## config.mk

```make
export PLATFORM = sky130hd
export DESIGN_NAME = mem_channel_arbiter_flat
export DESIGN_NICKNAME = d
export VERILOG_FILES = /design/src/rtl/mem_channel_arbiter_pkg.sv /design/src/rtl/mem_channel_arbiter_if.sv /design/src/rtl/mem_rr_pick.sv /design/src/rtl/mem_channel_arbiter.sv /design/src/flat_wrapper.sv
export SDC_FILE = /design/constraint.sdc
export NUM_CORES = 1
export LEC_CHECK = 0
export ABC_AREA = 1
export CORE_AREA = 10 10 727 729
export CTS_BUF_LIST = sky130_fd_sc_hd__clkbuf_8
export CTS_CLUSTER_SIZE = 40
export DETAILED_ROUTE_END_ITERATION = 7
export DIE_AREA = 0 0 737 739
export RECOVER_POWER = 50
export SLEW_MARGIN = 40
export SYNTH_ARGS = -nofsm -noshare
export SYNTH_HDL_FRONTEND = slang
export SYNTH_SLANG_ARGS = --single-unit
```

## constraint.sdc

```tcl
create_clock -name clk -period 3 [get_ports clk]
set_clock_uncertainty 0.2 [all_clocks]
set_input_delay 0.3 -clock clk [delete_from_list [all_inputs] [get_ports clk]]
set_output_delay 0.3 -clock clk [all_outputs]
set_load 0.03 [all_outputs]
```

## src/rtl/mem_channel_arbiter_pkg.sv

```systemverilog
// Shared types and default widths for the memory channel arbiter.
package mem_pkg;

  localparam int MEM_ADDR_W = 16;
  localparam int MEM_DATA_W = 256;

  typedef enum logic [1:0] {IDLE, ISSUE, RESP} arb_state_t;

  // Width of a counter that must reach t; never narrower than 1 bit.
  function automatic int cnt_w(input int t);
    int w;
    w = $clog2(t + 1);
    return (w < 1) ? 1 : w;
  endfunction

endpackage

```

## src/rtl/mem_channel_arbiter_if.sv

```systemverilog
// Bundle of the N-channel master side and the single slave side.
// modport master is the arbiter's view; modport slave is the environment
// (compute engines plus memory) driving requests and slave responses.
interface mem_channel_arbiter_if
  import mem_pkg::*;
#(
  parameter int N_CH   = 4,
  parameter int ADDR_W = MEM_ADDR_W,
  parameter int DATA_W = MEM_DATA_W
);
  localparam int GW = $clog2(N_CH);

  logic [N_CH-1:0]        m_req;
  logic [N_CH-1:0]        m_w_en;
  logic [N_CH*ADDR_W-1:0] m_addr;
  logic [N_CH*DATA_W-1:0] m_wdata;
  logic [N_CH-1:0]        m_ack;
  logic [N_CH-1:0]        m_err;
  logic [DATA_W-1:0]      m_rdata;
  logic                   s_req;
  logic                   s_w_en;
  logic [ADDR_W-1:0]      s_addr;
  logic [DATA_W-1:0]      s_wdata;
  logic                   s_ack;
  logic [DATA_W-1:0]      s_rdata;
  logic                   busy;
  logic [GW-1:0]          grant_id;

  modport master (
    input  m_req, m_w_en, m_addr, m_wdata, s_ack, s_rdata,
    output m_ack, m_err, m_rdata, s_req, s_w_en, s_addr, s_wdata, busy, grant_id
  );

  modport slave (
    output m_req, m_w_en, m_addr, m_wdata, s_ack, s_rdata,
    input  m_ack, m_err, m_rdata, s_req, s_w_en, s_addr, s_wdata, busy, grant_id
  );

endinterface

```

## src/rtl/mem_rr_pick.sv

```systemverilog
// Round-robin picker: rotate requests so ptr is at bit 0, take the lowest
// set bit, and map the index back into channel numbering.
module mem_rr_pick #(
  parameter  int N_CH = 4,
  localparam int IW   = $clog2(N_CH)
) (
  input  logic [N_CH-1:0] req,
  input  logic [IW-1:0]   ptr,
  output logic [IW-1:0]   winner,
  output logic            valid
);

  logic [N_CH-1:0] rot;
  int              idx;
  int              j;

  // rotate, find-first, rotate back
  always_comb begin
    rot = '0;
    idx = 0;
    j   = 0;
    for (int i = 0; i < N_CH; i++) begin
      j = i + int'(ptr);
      if (j >= N_CH) j = j - N_CH;
      rot[i] = req[j];
    end
    for (int i = N_CH - 1; i >= 0; i--) begin
      if (rot[i]) idx = i;
    end
    j = idx + int'(ptr);
    if (j >= N_CH) j = j - N_CH;
    winner = IW'(j);
    valid  = |req;
  end

endmodule

```

## src/rtl/mem_channel_arbiter.sv

```systemverilog
// N-channel round-robin arbiter onto one registered memory slave port,
// with an optional slave timeout that returns an error response.
module mem_channel_arbiter
  import mem_pkg::*;
#(
  parameter int N_CH        = 4,
  parameter int ADDR_W      = MEM_ADDR_W,
  parameter int DATA_W      = MEM_DATA_W,
  parameter int TIMEOUT_CYC = 0
) (
  input  logic                 clk,
  input  logic                 reset_n,
  mem_channel_arbiter_if.master bus
);

  localparam int GW      = $clog2(N_CH);
  localparam int CNT_W   = cnt_w(TIMEOUT_CYC);
  localparam int TO_LAST = (TIMEOUT_CYC > 0) ? TIMEOUT_CYC - 1 : 0;

  arb_state_t        state, nxt;
  logic [GW-1:0]     ptr;
  logic [GW-1:0]     grant;
  logic [CNT_W-1:0]  cnt;
  logic              err;
  logic [DATA_W-1:0] rdata;
  logic              s_req_q;
  logic              s_w_en_q;
  logic [ADDR_W-1:0] s_addr_q;
  logic [DATA_W-1:0] s_wdata_q;
  logic [GW-1:0]     win;
  logic              win_vld;
  logic              timeout;
  logic [N_CH-1:0]   gsel;

  mem_rr_pick #(.N_CH(N_CH)) u_pick (
    .req    (bus.m_req),
    .ptr    (ptr),
    .winner (win),
    .valid  (win_vld)
  );

  // counter value in the last ISSUE cycle before giving up
  assign timeout = (TIMEOUT_CYC != 0) && (cnt == CNT_W'(TO_LAST));

  // state register
  always_ff @(posedge clk or negedge reset_n) begin
    if (!reset_n) state <= IDLE;
    else          state <= nxt;
  end

  // next-state: s_ack takes priority over a simultaneous timeout
  always_comb begin
    nxt = state;
    case (state)
      IDLE:    if (win_vld) nxt = ISSUE;
      ISSUE:   if (bus.s_ack || timeout) nxt = RESP;
      RESP:    nxt = IDLE;
      default: nxt = IDLE;
    endcase
  end

  // grant latch, slave request registers, response capture, rr pointer
  always_ff @(posedge clk or negedge reset_n) begin
    if (!reset_n) begin
      ptr       <= '0;
      grant     <= '0;
      cnt       <= '0;
      err       <= 1'b0;
      rdata     <= '0;
      s_req_q   <= 1'b0;
      s_w_en_q  <= 1'b0;
      s_addr_q  <= '0;
      s_wdata_q <= '0;
    end else begin
      s_req_q <= (nxt == ISSUE);
      case (state)
        IDLE: if (win_vld) begin
          grant     <= win;
          s_w_en_q  <= bus.m_w_en[win];
          s_addr_q  <= bus.m_addr[int'(win)*ADDR_W +: ADDR_W];
          s_wdata_q <= bus.m_wdata[int'(win)*DATA_W +: DATA_W];
          cnt       <= '0;
          err       <= 1'b0;
        end
        ISSUE: begin
          cnt <= cnt + 1'b1;
          if (bus.s_ack) begin
            rdata <= bus.s_rdata;
            err   <= 1'b0;
          end else if (timeout) begin
            rdata <= '0;
            err   <= 1'b1;
          end
        end
        RESP: ptr <= (grant == GW'(N_CH - 1)) ? '0 : grant + 1'b1;
        default: ;
      endcase
    end
  end

  // one-hot select of the granted channel for the response pulse
  always_comb begin
    gsel        = '0;
    gsel[grant] = 1'b1;
  end

  assign bus.s_req    = s_req_q;
  assign bus.s_w_en   = s_w_en_q;
  assign bus.s_addr   = s_addr_q;
  assign bus.s_wdata  = s_wdata_q;
  assign bus.m_ack    = (state == RESP) ? gsel : '0;
  assign bus.m_err    = (state == RESP && err) ? gsel : '0;
  assign bus.m_rdata  = rdata;
  assign bus.busy     = (state != IDLE);
  assign bus.grant_id = grant;

endmodule

```

## src/flat_wrapper.sv

```systemverilog
// flat-port wrapper written by rule: the top's interface ports become plain ports
module mem_channel_arbiter_flat import mem_pkg::*;
#(
  parameter int N_CH        = 4,
  parameter int ADDR_W      = MEM_ADDR_W,
  parameter int DATA_W      = MEM_DATA_W,
  parameter int TIMEOUT_CYC = 0
)
  (clk, reset_n, bus_m_req, bus_m_w_en, bus_m_addr, bus_m_wdata, bus_s_ack, bus_s_rdata, bus_m_ack, bus_m_err, bus_m_rdata, bus_s_req, bus_s_w_en, bus_s_addr, bus_s_wdata, bus_busy, bus_grant_id);
  mem_channel_arbiter_if #(.N_CH(N_CH), .ADDR_W(ADDR_W), .DATA_W(DATA_W)) bus_i ();
  input  logic clk;
  input  logic reset_n;
  input wire logic [$bits(bus_i.m_req)-1:0] bus_m_req;
  input wire logic [$bits(bus_i.m_w_en)-1:0] bus_m_w_en;
  input wire logic [$bits(bus_i.m_addr)-1:0] bus_m_addr;
  input wire logic [$bits(bus_i.m_wdata)-1:0] bus_m_wdata;
  input wire logic [$bits(bus_i.s_ack)-1:0] bus_s_ack;
  input wire logic [$bits(bus_i.s_rdata)-1:0] bus_s_rdata;
  output wire logic [$bits(bus_i.m_ack)-1:0] bus_m_ack;
  output wire logic [$bits(bus_i.m_err)-1:0] bus_m_err;
  output wire logic [$bits(bus_i.m_rdata)-1:0] bus_m_rdata;
  output wire logic [$bits(bus_i.s_req)-1:0] bus_s_req;
  output wire logic [$bits(bus_i.s_w_en)-1:0] bus_s_w_en;
  output wire logic [$bits(bus_i.s_addr)-1:0] bus_s_addr;
  output wire logic [$bits(bus_i.s_wdata)-1:0] bus_s_wdata;
  output wire logic [$bits(bus_i.busy)-1:0] bus_busy;
  output wire logic [$bits(bus_i.grant_id)-1:0] bus_grant_id;
  assign bus_i.m_req = bus_m_req;
  assign bus_i.m_w_en = bus_m_w_en;
  assign bus_i.m_addr = bus_m_addr;
  assign bus_i.m_wdata = bus_m_wdata;
  assign bus_i.s_ack = bus_s_ack;
  assign bus_i.s_rdata = bus_s_rdata;
  assign bus_m_ack = bus_i.m_ack;
  assign bus_m_err = bus_i.m_err;
  assign bus_m_rdata = bus_i.m_rdata;
  assign bus_s_req = bus_i.s_req;
  assign bus_s_w_en = bus_i.s_w_en;
  assign bus_s_addr = bus_i.s_addr;
  assign bus_s_wdata = bus_i.s_wdata;
  assign bus_busy = bus_i.busy;
  assign bus_grant_id = bus_i.grant_id;
  mem_channel_arbiter #(.N_CH(N_CH), .ADDR_W(ADDR_W), .DATA_W(DATA_W), .TIMEOUT_CYC(TIMEOUT_CYC)) u_core (.clk(clk), .reset_n(reset_n), .bus(bus_i));
endmodule
```

# [Word-level counts from Yosys, hierarchy flattened]
# Cells that the tools add are included.
[classes] n_addsub=10 magnitude_cmp=12 eq_ne=6 shifts=2 mux=34 n_reduce_logical=9
[ops] cell="$shiftx A1024 B11 Y256" count=1
[ops] cell="$mux W32" count=7
[ops] cell="$lt A32 B4 Y1 const B" count=4
[ops] cell="$shiftx A64 B7 Y16" count=1
[ops] cell="$add A32 B3 Y32" count=1
[ops] cell="$ge A32 B4 Y1 const B" count=1
[ops] cell="$mux W1" count=12
[ops] cell="$sub A3 B3 Y4 const B" count=3
[ops] cell="$bmux W1 S2" count=5
[ops] cell="$mux W2" count=5
[ops] cell="$ge A3 B3 Y1 const B" count=3
[ops] cell="$mux W4" count=2
[ops] cell="$add A2 B2 Y3 const A" count=2
[ops] cell="$lt A2 B3 Y1 const B" count=2
[ops] cell="$eq A2 B1 Y1 const B" count=2
[ops] cell="$eq A2 B2 Y1 const B" count=2
[ops] cell="$ne A2 B2 Y1 const B" count=2
[ops] cell="$pmux W2 S2" count=1
[ops] cell="$reduce_and A2 Y1" count=2
[ops] cell="$reduce_bool A2 Y1" count=2
[ops] cell="$reduce_or A4 Y1" count=1
[ops] cell="$sub A2 B3 Y4 const B" count=1
[ops] cell="$add A1 B2 Y3 const A" count=1
[ops] cell="$ge A2 B3 Y1 const B" count=1
[ops] cell="8 further kinds" count=9
[word_totals] ff_bits=537 inputBits=1355 output_inout_bits=541 elab_cells=82

# [Logic depth before layout (Yosys ltp)]
# Gate-level depths: netlist of the first run.
[logic_depth] word_depth=15 depth_mapped=18 depth_no_buf=15

# [By module]
# A second synthesis of the first run with hierarchy kept.
[hier_totals] cells_unflattened=5082 hier_area_um2=31750.5
[by_module_without_submodules] mod="mem_channel_arbiter" n_inst=1 cells_per_inst=5026 area_per_inst_um2=31482.7 seq_area_each_um2=13412.9
[by_module_without_submodules] mod="mem_rr_pick" n_inst=1 cells_per_inst=56 area_per_inst_um2=267.8 seq_area_each_um2=0.0

# [Least setup slack after synthesis of the first run]
# Ideal clock, no wire load.
[synth_path] path_type="register -> register" start="register u_core.ptr[0]" end="register u_core.s_wdata_q[120], in the netlist u_core.bus.s_wdata[120]" setup_ns=0.118 arrival_time_ns=2.425 required_time_ns=2.682 setup_slack_ns=0.257 stages_incl_launch_ff=16 n_path_buf=4 period_less_slack_ns=2.743 cell_sequence="dfrtp_1 -> buf_4 -> inv_4 -> nand2_1 -> nand2_1 -> nand2_1 -> a31oi_1 -> nor2_1 -> ha_1 -> buf_2 -> buf_2 -> clkbuf_1 -> mux2i_1 -> nand3_1 -> nand3_1 -> nand2_1"
[synth_lines] element="start, declared" line="mem_channel_arbiter.sv:21" source="logic [GW-1:0] ptr;"
[synth_lines] element="start signal, assigned" line="mem_channel_arbiter.sv:95" source="RESP: ptr <= (grant == GW'(N_CH - 1)) ? '0 : grant + 1'b1;"
[synth_lines] element="end signal, assigned" line="mem_channel_arbiter.sv:81" source="s_wdata_q <= bus.m_wdata[int'(win)*DATA_W +: DATA_W];"
[synth_lines] element="end, declared" line="mem_channel_arbiter.sv:29" source="logic [DATA_W-1:0] s_wdata_q;"

==> results of run 1 <==
-- per-stage QoR --
step / std cells / utilization / power [uW] / setup TNS [ns]
2_1_floorplan: 3578 / - / 44500 / 0
3_3_place_gp: 12345 / 0.114 / 78700 / -134.51
3_5_place_dp: 12345 / 0.114 / 78800 / -100.42
4_1_cts: 13830 / 0.147 / 97400 / -6.79
5_1_grt: 14068 / 0.152 / 111000 / -53.54
6_report: 14148 / 0.153 / 105000 / -13.48
-- placed cells by master, fill, tap and decap left out, types with 57 or more instances in the layout --
cell type,netlist,routed
buf_12,0,87
buf_4,14,293
clkbuf_8,0,149
clkdlybuf4s50_1,0,1805
dfrtp_1,536,535
diode_2,0,246
dlygate4sd3_1,0,1235
mux2i_1,546,438
mux2i_2,0,57
nand2_1,1627,1563
nand3_1,550,450
nand3_2,1,91
-- area by class of cell --
class	instances	share of cell area
Clock inverter	58	0.00623
Tap cell	6783	0.108
Clock buffer	148	0.0259
Inverter	17	0.00112
Multi-Input combinational cell	2753	0.208
Sequential cell	536	0.171
Antenna cell	246	0.00784
Timing Repair Buffer	3607	0.472
-- repair_timing --
item	4_1_cts	5_1_grt
cloned	16	28
endpoints found under the setup margin	238	284
resized for setup	226	372
hold endpoints to repair	1054	1
setup buffers	34	63
pin swaps	11	135
hold buffers	1235	1
-- worst paths after layout --
kind / cells past startpoint / endpoint / slack, ns
min in group asynchronous: 4 / u_core.bus.m_rdata[218] / 0.58
worst max register to register: 17 / u_core.bus.s_wdata[197] / -0.17
worst min register to register: 2 / u_core.bus.m_rdata[17] / 0.27
max in group asynchronous: 5 / u_core.bus.s_wdata[204] / -0.12
worst max-delay path: 17 / u_core.bus.s_wdata[197] / -0.17
worst min-delay path: 5 / u_core.bus.s_wdata[114] / 0.10
-- report_power, final --
| part | switching [uW] | total, uW | internal (uW) |
|---|---|---|---|
| logic | 47600 | 82200 | 34600 |
| registers | 2470 | 13500 | 11000 |
| clock network | 4080 | 9180 | 5100 |
-- layer usage --
layer | up-vias | routed length (um) | global-route usage
li1 | 19003 | - | -
met1 | 21064 | 160000 | 0.165
met2 | 3116 | 180000 | 0.221
met3 | 1167 | 65000 | 0.0928
met4 | 202 | 28400 | 0.0787
met5 | - | 1290 | 0
-- critical path, delay by kind of cell (launching register included) --
kind / cells / cell delay, ns
buffers and inverters: 6 / 1.04
AO/OA/AOI/OAI: 1 / 0.18
multiplexers: 1 / 0.24
adder cells (fa/ha/maj): 1 / 0.34
flip-flops: 1 / 0.43
AND/OR/NAND/NOR: 8 / 0.57
-- kinds of logic (layout without fill, tap and decap cells) --
group | count (synthesis) | after routing | share of synthesized area
compound gates | 7 | 7 | 0.00124
flops | 536 | 536 | 0.457
xor+xnor | 1 | 1 | 0.000299
mux | 546 | 546 | 0.186
simple gates | 2190 | 2190 | 0.305
buf+inv | 289 | 3830 | 0.0479
other cells | 1 | 250 | 0.000128
fa+ha+maj | 5 | 5 | 0.00213
-- sequential cells by signal (all words and copies together), names as in the netlist --
name                 cells
u_core.bus.grant_id      2
u_core.state             2
u_core.ptr               2
u_core.bus.m_rdata     256
u_core.bus.s_addr       16
u_core.bus.s_wdata     256
u_core.bus.s_w_en        1
u_core.bus.s_req         1
==> impl_results.md, run 1 <==
- Outcome: finished with violations
- Violated checks: capacitance limit, slew limit, setup timing
- Area of the multi-input gates: 16300 um^2
- Fin crit share: 1.06
- Area share of the leading cell type in the synthesized netlist: 0.457
- Largest stage delay on the critical path: 0.43 ns
- Launch point of the critical path: u_core.ptr[0]
- Pwr dens: 1340 nW/um^2
- Part of the Yosys area used for sequential elements: 0.457
- H-tree level count: 3
- Initial core utilization: 0.0570
- Mean cell area of the mapped netlist: 8.20 um^2
- Flip-flop cell with the highest count after synthesis: dfrtp_1
- Number of synthesized flops with an enable pin: 0
- Cts bufs inserted: 118
- Number of antenna violations at the first check in global routing: 405
- DR vias: 44552
- Area leader, netlist: dfrtp_1
- CTS sink cnt: 536
- Startpoint of the lowest-slack hold path: bus_m_wdata[882]
- Die H: 739 um
- Die W: 737 um
- Worst-case vdd ir drop: 763 uV
- RSZ-0062 raised after global routing: yes
- Insertion delay to the later sink of the worst-skew pair: 0.94 ns
- Top-level I/O count: 1896
- Dpl cell area: 58900 um^2
- Core outline area: 515000 um^2
- Most frequently used cell type in the post-synthesis netlist: nand2_1
- Worst EP required: 3.53 ns
- Leakage power of the design: 0.0328 uW
- Final RePlAce weighted congestion: 0.997
- Total number of yosys warnings: 0
- Async S/R FF share, synth: 1.00
- Post-detailed-placement half-perimeter wirelength: 368000 um
- Tightest Pin Transition: 1.78 ns
- Cell at the root of the clock tree: clkbuf_8
- Number of iterations in the first detailed-routing pass: 8
- Clock slew at reported path FFs: 0.06 ns
- Final setup violation count: 218
- Worst reg2reg path startpoint: u_core.ptr[0]
- Path category of the worst min-delay check: in2reg
- Fraction of layout cells with a size suffix above 1: 0.144
- Drc violations: 0
- Number of distinct library cells after synthesis: 24
- Most frequent cells after synthesis: nand2_1 (1627), nand3_1 (550), mux2i_1 (546), dfrtp_1 (536), clkbuf_1 (144)
- Overall Global Routing Usage: 0.149
- Max-slew violations: 149
- Number of flip-flops and latches in the synthesized netlist: 536
- Combined flip-flop and latch cell area: 13400 um^2
- Slew headroom: -0.188
- Setup ws final: -0.169 ns
- Cell type with the highest occurrence count on the critical path: nand2_2
- Launching element type of the critical path: register
- Buffers added on ports: 1891
- Summed area of non-filler cells in the final layout: 78500 um^2
- Global-route congestion overflow total: 0
- Vias in the first global route: 45748
- Period minus WS final: 3.17 ns
- Detail Route Antenna Nets: 0
- Detailed router's first-iteration violation count: 3222
- Standard cell with the maximum stage delay on the critical path: dfrtp_2
- Biggest area contributors in the synthesized netlist: dfrtp_1 (46%), nand2_1 (21%), mux2i_1 (19%)
- CTS tree: yes
- Final hold vios: 0
- Critical path capture point type: register
- Overall die area: 545000 um^2
- Total wirelength of the detailed-routed design: 435000 um
- Largest net degree at the start of global routing: 141
- Worst-path fanout max: 14
- Global-route wire length before repair: 526000 um
- Arr. time, crit path: 3.70 ns
- Max-capacitance violation count: 4
- Peak Freq: 0.316 GHz
- Via density per instance: 3.15
- Pre-CTS WS: -0.774 ns
- Detailed-route wire length per cell: 30.8 um
- Fillers: 57536
- Type of the setup path with the least slack: reg2reg
- Critical path, cell by cell: buf_12, clkbuf_16, nand2_4, nand2_2, nand2_2, nand2_2, a31oi_4, nor2_4, ha_4, buf_6, buf_16, buf_4, mux2i_1, buf_4, nand3_2, nand3_1, nand2_1
- Number of cell rows: 264
- Netlist area before placement: 29300 um^2
- Number of nets in the finished design: 8393
- Post-synthesis cell count: 3575
- Maximum buffer depth of the clock tree: 4
- Final hold slack: 0.102 ns
- Synthesis-to-layout area growth: 168%
No activity file was read; power rests on OpenSTA's default activity.
==> run 2, diff against run 1 <==
--- a/config.mk
+++ b/config.mk
@@ -6,11 +6,11 @@
 export NUM_CORES = 1
 export LEC_CHECK = 0
 export ABC_AREA = 1
-export CORE_AREA = 10 10 727 729
+export CORE_AREA = 10 10 724 726
 export CTS_BUF_LIST = sky130_fd_sc_hd__clkbuf_8
 export CTS_CLUSTER_SIZE = 40
 export DETAILED_ROUTE_END_ITERATION = 7
-export DIE_AREA = 0 0 737 739
+export DIE_AREA = 0 0 734 736
 export RECOVER_POWER = 50
 export SLEW_MARGIN = 40
 export SYNTH_ARGS = -nofsm -noshare
==> constraint.sdc (replaced) <==
create_clock -name clk -period 2.8 [get_ports clk]
set_clock_uncertainty 0.2 [all_clocks]
set_input_delay 0.28 -clock clk [delete_from_list [all_inputs] [get_ports clk]]
set_output_delay 0.28 -clock clk [all_outputs]
set_load 0.03 [all_outputs]
==> run 2 against run 1 <==
  * The run still ends with capacitance limit, slew limit, setup timing left
  * Cell area shrank 0.39%
  * Worst hold slack lost 0.024 ns
  * Routed wire length grew 1.7%
  * Via count grew 2.2%
  * Worst setup slack lost 0.27 ns
  * Highest routed layer unchanged
==> impl_results.md, run 2 (synthesized netlist as in run 1, its figures left out) <==
- Outcome: finished with violations (unchanged)
- Violated checks: capacitance limit, slew limit, setup timing (unchanged)
- Top-level I/O count: 1896 (unchanged)
- Total wirelength of the detailed-routed design: 442000 um (was 435000 um)
- Type of the setup path with the least slack: reg2reg (unchanged)
- H-tree level count: 3 (unchanged)
- Arr. time, crit path: 3.89 ns (was 3.70 ns)
- Drc violations: 0 (unchanged)
- DR vias: 45553 (was 44552)
- Post-detailed-placement half-perimeter wirelength: 377000 um (was 368000 um)
- Final setup violation count: 513 (was 218)
- CTS tree: yes (unchanged)
- Path category of the worst min-delay check: in2reg (unchanged)
- Period minus WS final: 3.24 ns (was 3.17 ns)
- Die H: 736 um (was 739 um)
- Overall die area: 540000 um^2 (was 545000 um^2)
- Fillers: 56595 (was 57536)
- Worst-path fanout max: 8 (was 14)
- Number of antenna violations at the first check in global routing: 459 (was 405)
- Detail Route Antenna Nets: 0 (unchanged)
- Detailed router's first-iteration violation count: 3470 (was 3222)
- Leading cell types in the layout, fill and taps excluded: clkdlybuf4s50_1 (1772), nand2_1 (1587), dlygate4sd3_1 (1329) (was clkdlybuf4s50_1 (1805), nand2_1 (1563), dlygate4sd3_1 (1235))
- Buffers added on ports: 1891 (unchanged)
- Vias in the first global route: 46199 (was 45748)
- Initial core utilization: 0.0577 (was 0.0570)
- Peak Freq: 0.308 GHz (was 0.316 GHz)
- Die W: 734 um (was 737 um)
- Pwr dens: 1400 nW/um^2 (was 1340 nW/um^2)
- Final RePlAce weighted congestion: 1.02 (was 0.997)
- Number of cell rows: 262 (was 264)
- Detailed-route wire length per cell: 31.5 um (was 30.8 um)
- Maximum buffer depth of the clock tree: 4 (unchanged)
- Max-slew violations: 37 (was 149)
- Cell at the root of the clock tree: clkbuf_8 (unchanged)
- Internal power: 52700 uW (was 50700 uW)
- Overall Global Routing Usage: 0.154 (was 0.149)
- Critical path capture point type: register (unchanged)
- Area of the multi-input gates: 15800 um^2 (was 16300 um^2)
- RSZ-0062 raised after global routing: yes (unchanged)
- Part of the power in combinational logic: 0.771 (was 0.784)
- Max-capacitance violation count: 1 (was 4)
- Power spent charging and discharging nets: 56500 uW (was 54200 uW)
- Cts bufs inserted: 120 (was 118)
- Global-route wire length before repair: 537000 um (was 526000 um)
- Sequential share of power: 0.134 (was 0.129)
- Number of nets in the finished design: 8406 (was 8393)
- Number of standard cells in the final layout excluding fillers: 14061 (was 14148)
- Clock slew at reported path FFs: 0.06 ns (about the same)
- Leakage power of the design: 0.0328 uW (about the same)
- CTS sink cnt: 536 (unchanged)
- Via density per instance: 3.24 (was 3.15)
- Combined flip-flop and latch cell area: 13400 um^2 (about the same)
- Global-route congestion overflow total: 0 (unchanged)
- Insertion delay to the later sink of the worst-skew pair: 0.99 ns (was 0.94 ns)
- Switching share of power: 0.517 (was 0.516)
- Fin crit share: 1.16 (was 1.06)
- Worst EP required: 3.45 ns (was 3.53 ns)
- Setup TNS Final: -103.72 ns (was -13.48 ns)
- Clk pwr share: 0.095 (was 0.088)
- Number of iterations in the first detailed-routing pass: 6 (was 8)
- Tightest Pin Transition: 1.59 ns (was 1.78 ns)
- Synthesis-to-layout area growth: 167% (was 168%)
- Launching element type of the critical path: register (unchanged)
- Fraction of layout cells with a size suffix above 1: 0.126 (was 0.144)
- Core outline area: 508000 um^2 (was 515000 um^2)
- Placed cell count: 12206 (was 12345)
- Commonest non-fill, non-tap cell in the layout: clkdlybuf4s50_1 (unchanged)
- Setup ws final: -0.443 ns (was -0.169 ns)
- Final hold vios: 0 (unchanged)
- Worst-case vdd ir drop: 723 uV (was 763 uV)
- Slew headroom: -0.0628 (was -0.188)
- Largest net degree at the start of global routing: 107 (was 141)
run 2: cell count changes in the layout (fill, tap and decap cells not counted), sizes merged, moves of 7 or more:
cell	previous run	this run
dlygate4sd3	1235	1329
clkbuf	210	174
buf	503	476
clkdlybuf4s50	1805	1772
inv	42	49
diode	246	193
run 2: worst max-delay path: stages, from the launching register on:
cell and delay [ns]:
dfrtp_2 0.48, clkinv_4 0.12, nand2_2 0.08, nand2_1 0.09, nand2_2 0.11, nand2_4 0.06
a31oi_4 0.19, nor2_4 0.07, ha_4 0.29, buf_16 0.17, buf_16 0.22, buf_6 0.14
buf_12 0.14, mux2i_4 0.32, nand3_2 0.16, nand3_2 0.08, nand2_1 0.05
run 2: cell type report:
| type | count | share of cell area |
|---|---|---|
| well taps | 6732 | 0.108 |
| clock buffers | 143 | 0.0252 |
| multi-input cells | 2753 | 0.202 |
| repair buffers | 3617 | 0.478 |
| diodes | 193 | 0.00618 |
| inverters | 17 | 0.000976 |
| repair inverters | 1 | 0.0000640 |
| clock inverters | 69 | 0.00851 |
| flip-flops and latches | 536 | 0.172 |
run 2: path summary, 6_finish.rpt:
check                      slack (ns)                     from  cells past startpoint                 endpoint
max                             -0.44            u_core.ptr[0]                     16   u_core.bus.s_wdata[14]
min                              0.08         bus_m_wdata[629]                      6  u_core.bus.s_wdata[117]
max reg2reg                     -0.44            u_core.ptr[0]                     16   u_core.bus.s_wdata[14]
min reg2reg                      0.27  u_core.bus.s_wdata[199]                      2  u_core.bus.s_wdata[199]
max in group asynchronous       -0.18                  reset_n                      6  u_core.bus.s_wdata[130]
min in group asynchronous        0.88                  reset_n                      4  u_core.bus.m_rdata[133]
run 2: metal layers:
layer / routed length [um] / GRT usage / part of all wire / vias up
met4: 26500 / 0.0690 / 0.060 / 206
met5: 1320 / 0.0000874 / 0.0030 / -
met3: 70100 / 0.103 / 0.16 / 1350
li1: - / - / - / 18936
met1: 157000 / 0.162 / 0.35 / 21565
met2: 188000 / 0.236 / 0.42 / 3496
run 2: power groups by stage:
stage	registers, uW	logic (uW)	clock network, uW
floorplan	21300	26400	0
global placement	14400	68800	0
detailed placement	14500	68900	0
CTS	14500	77100	10800
global route	15000	89200	11100
finish	14600	84200	10400
run 2: through the flow:
stage               power, uW   util  hold WS (ns)  cell area, um^2  setup WS [ns]
global route           115000  0.153       0.00625            78000         -0.552
finish                 109000  0.154        0.0773            78200         -0.443
floorplan               47700      -        -0.216            29300         0.0565
global placement        83200  0.115        0.0654            58400          -1.14
CTS                    102000  0.149       0.00143            75700         -0.334
detailed placement      83400  0.115        0.0691            58400          -1.07
run 2: repair_timing:
action                      CTS  global route
resized for setup           183           249
buffers inserted             34            60
setup endpoints to repair   439           415
gates cloned                 11            20
hold buffers               1325             5
hold endpoints to repair   1066             3
pin swaps                    14           108
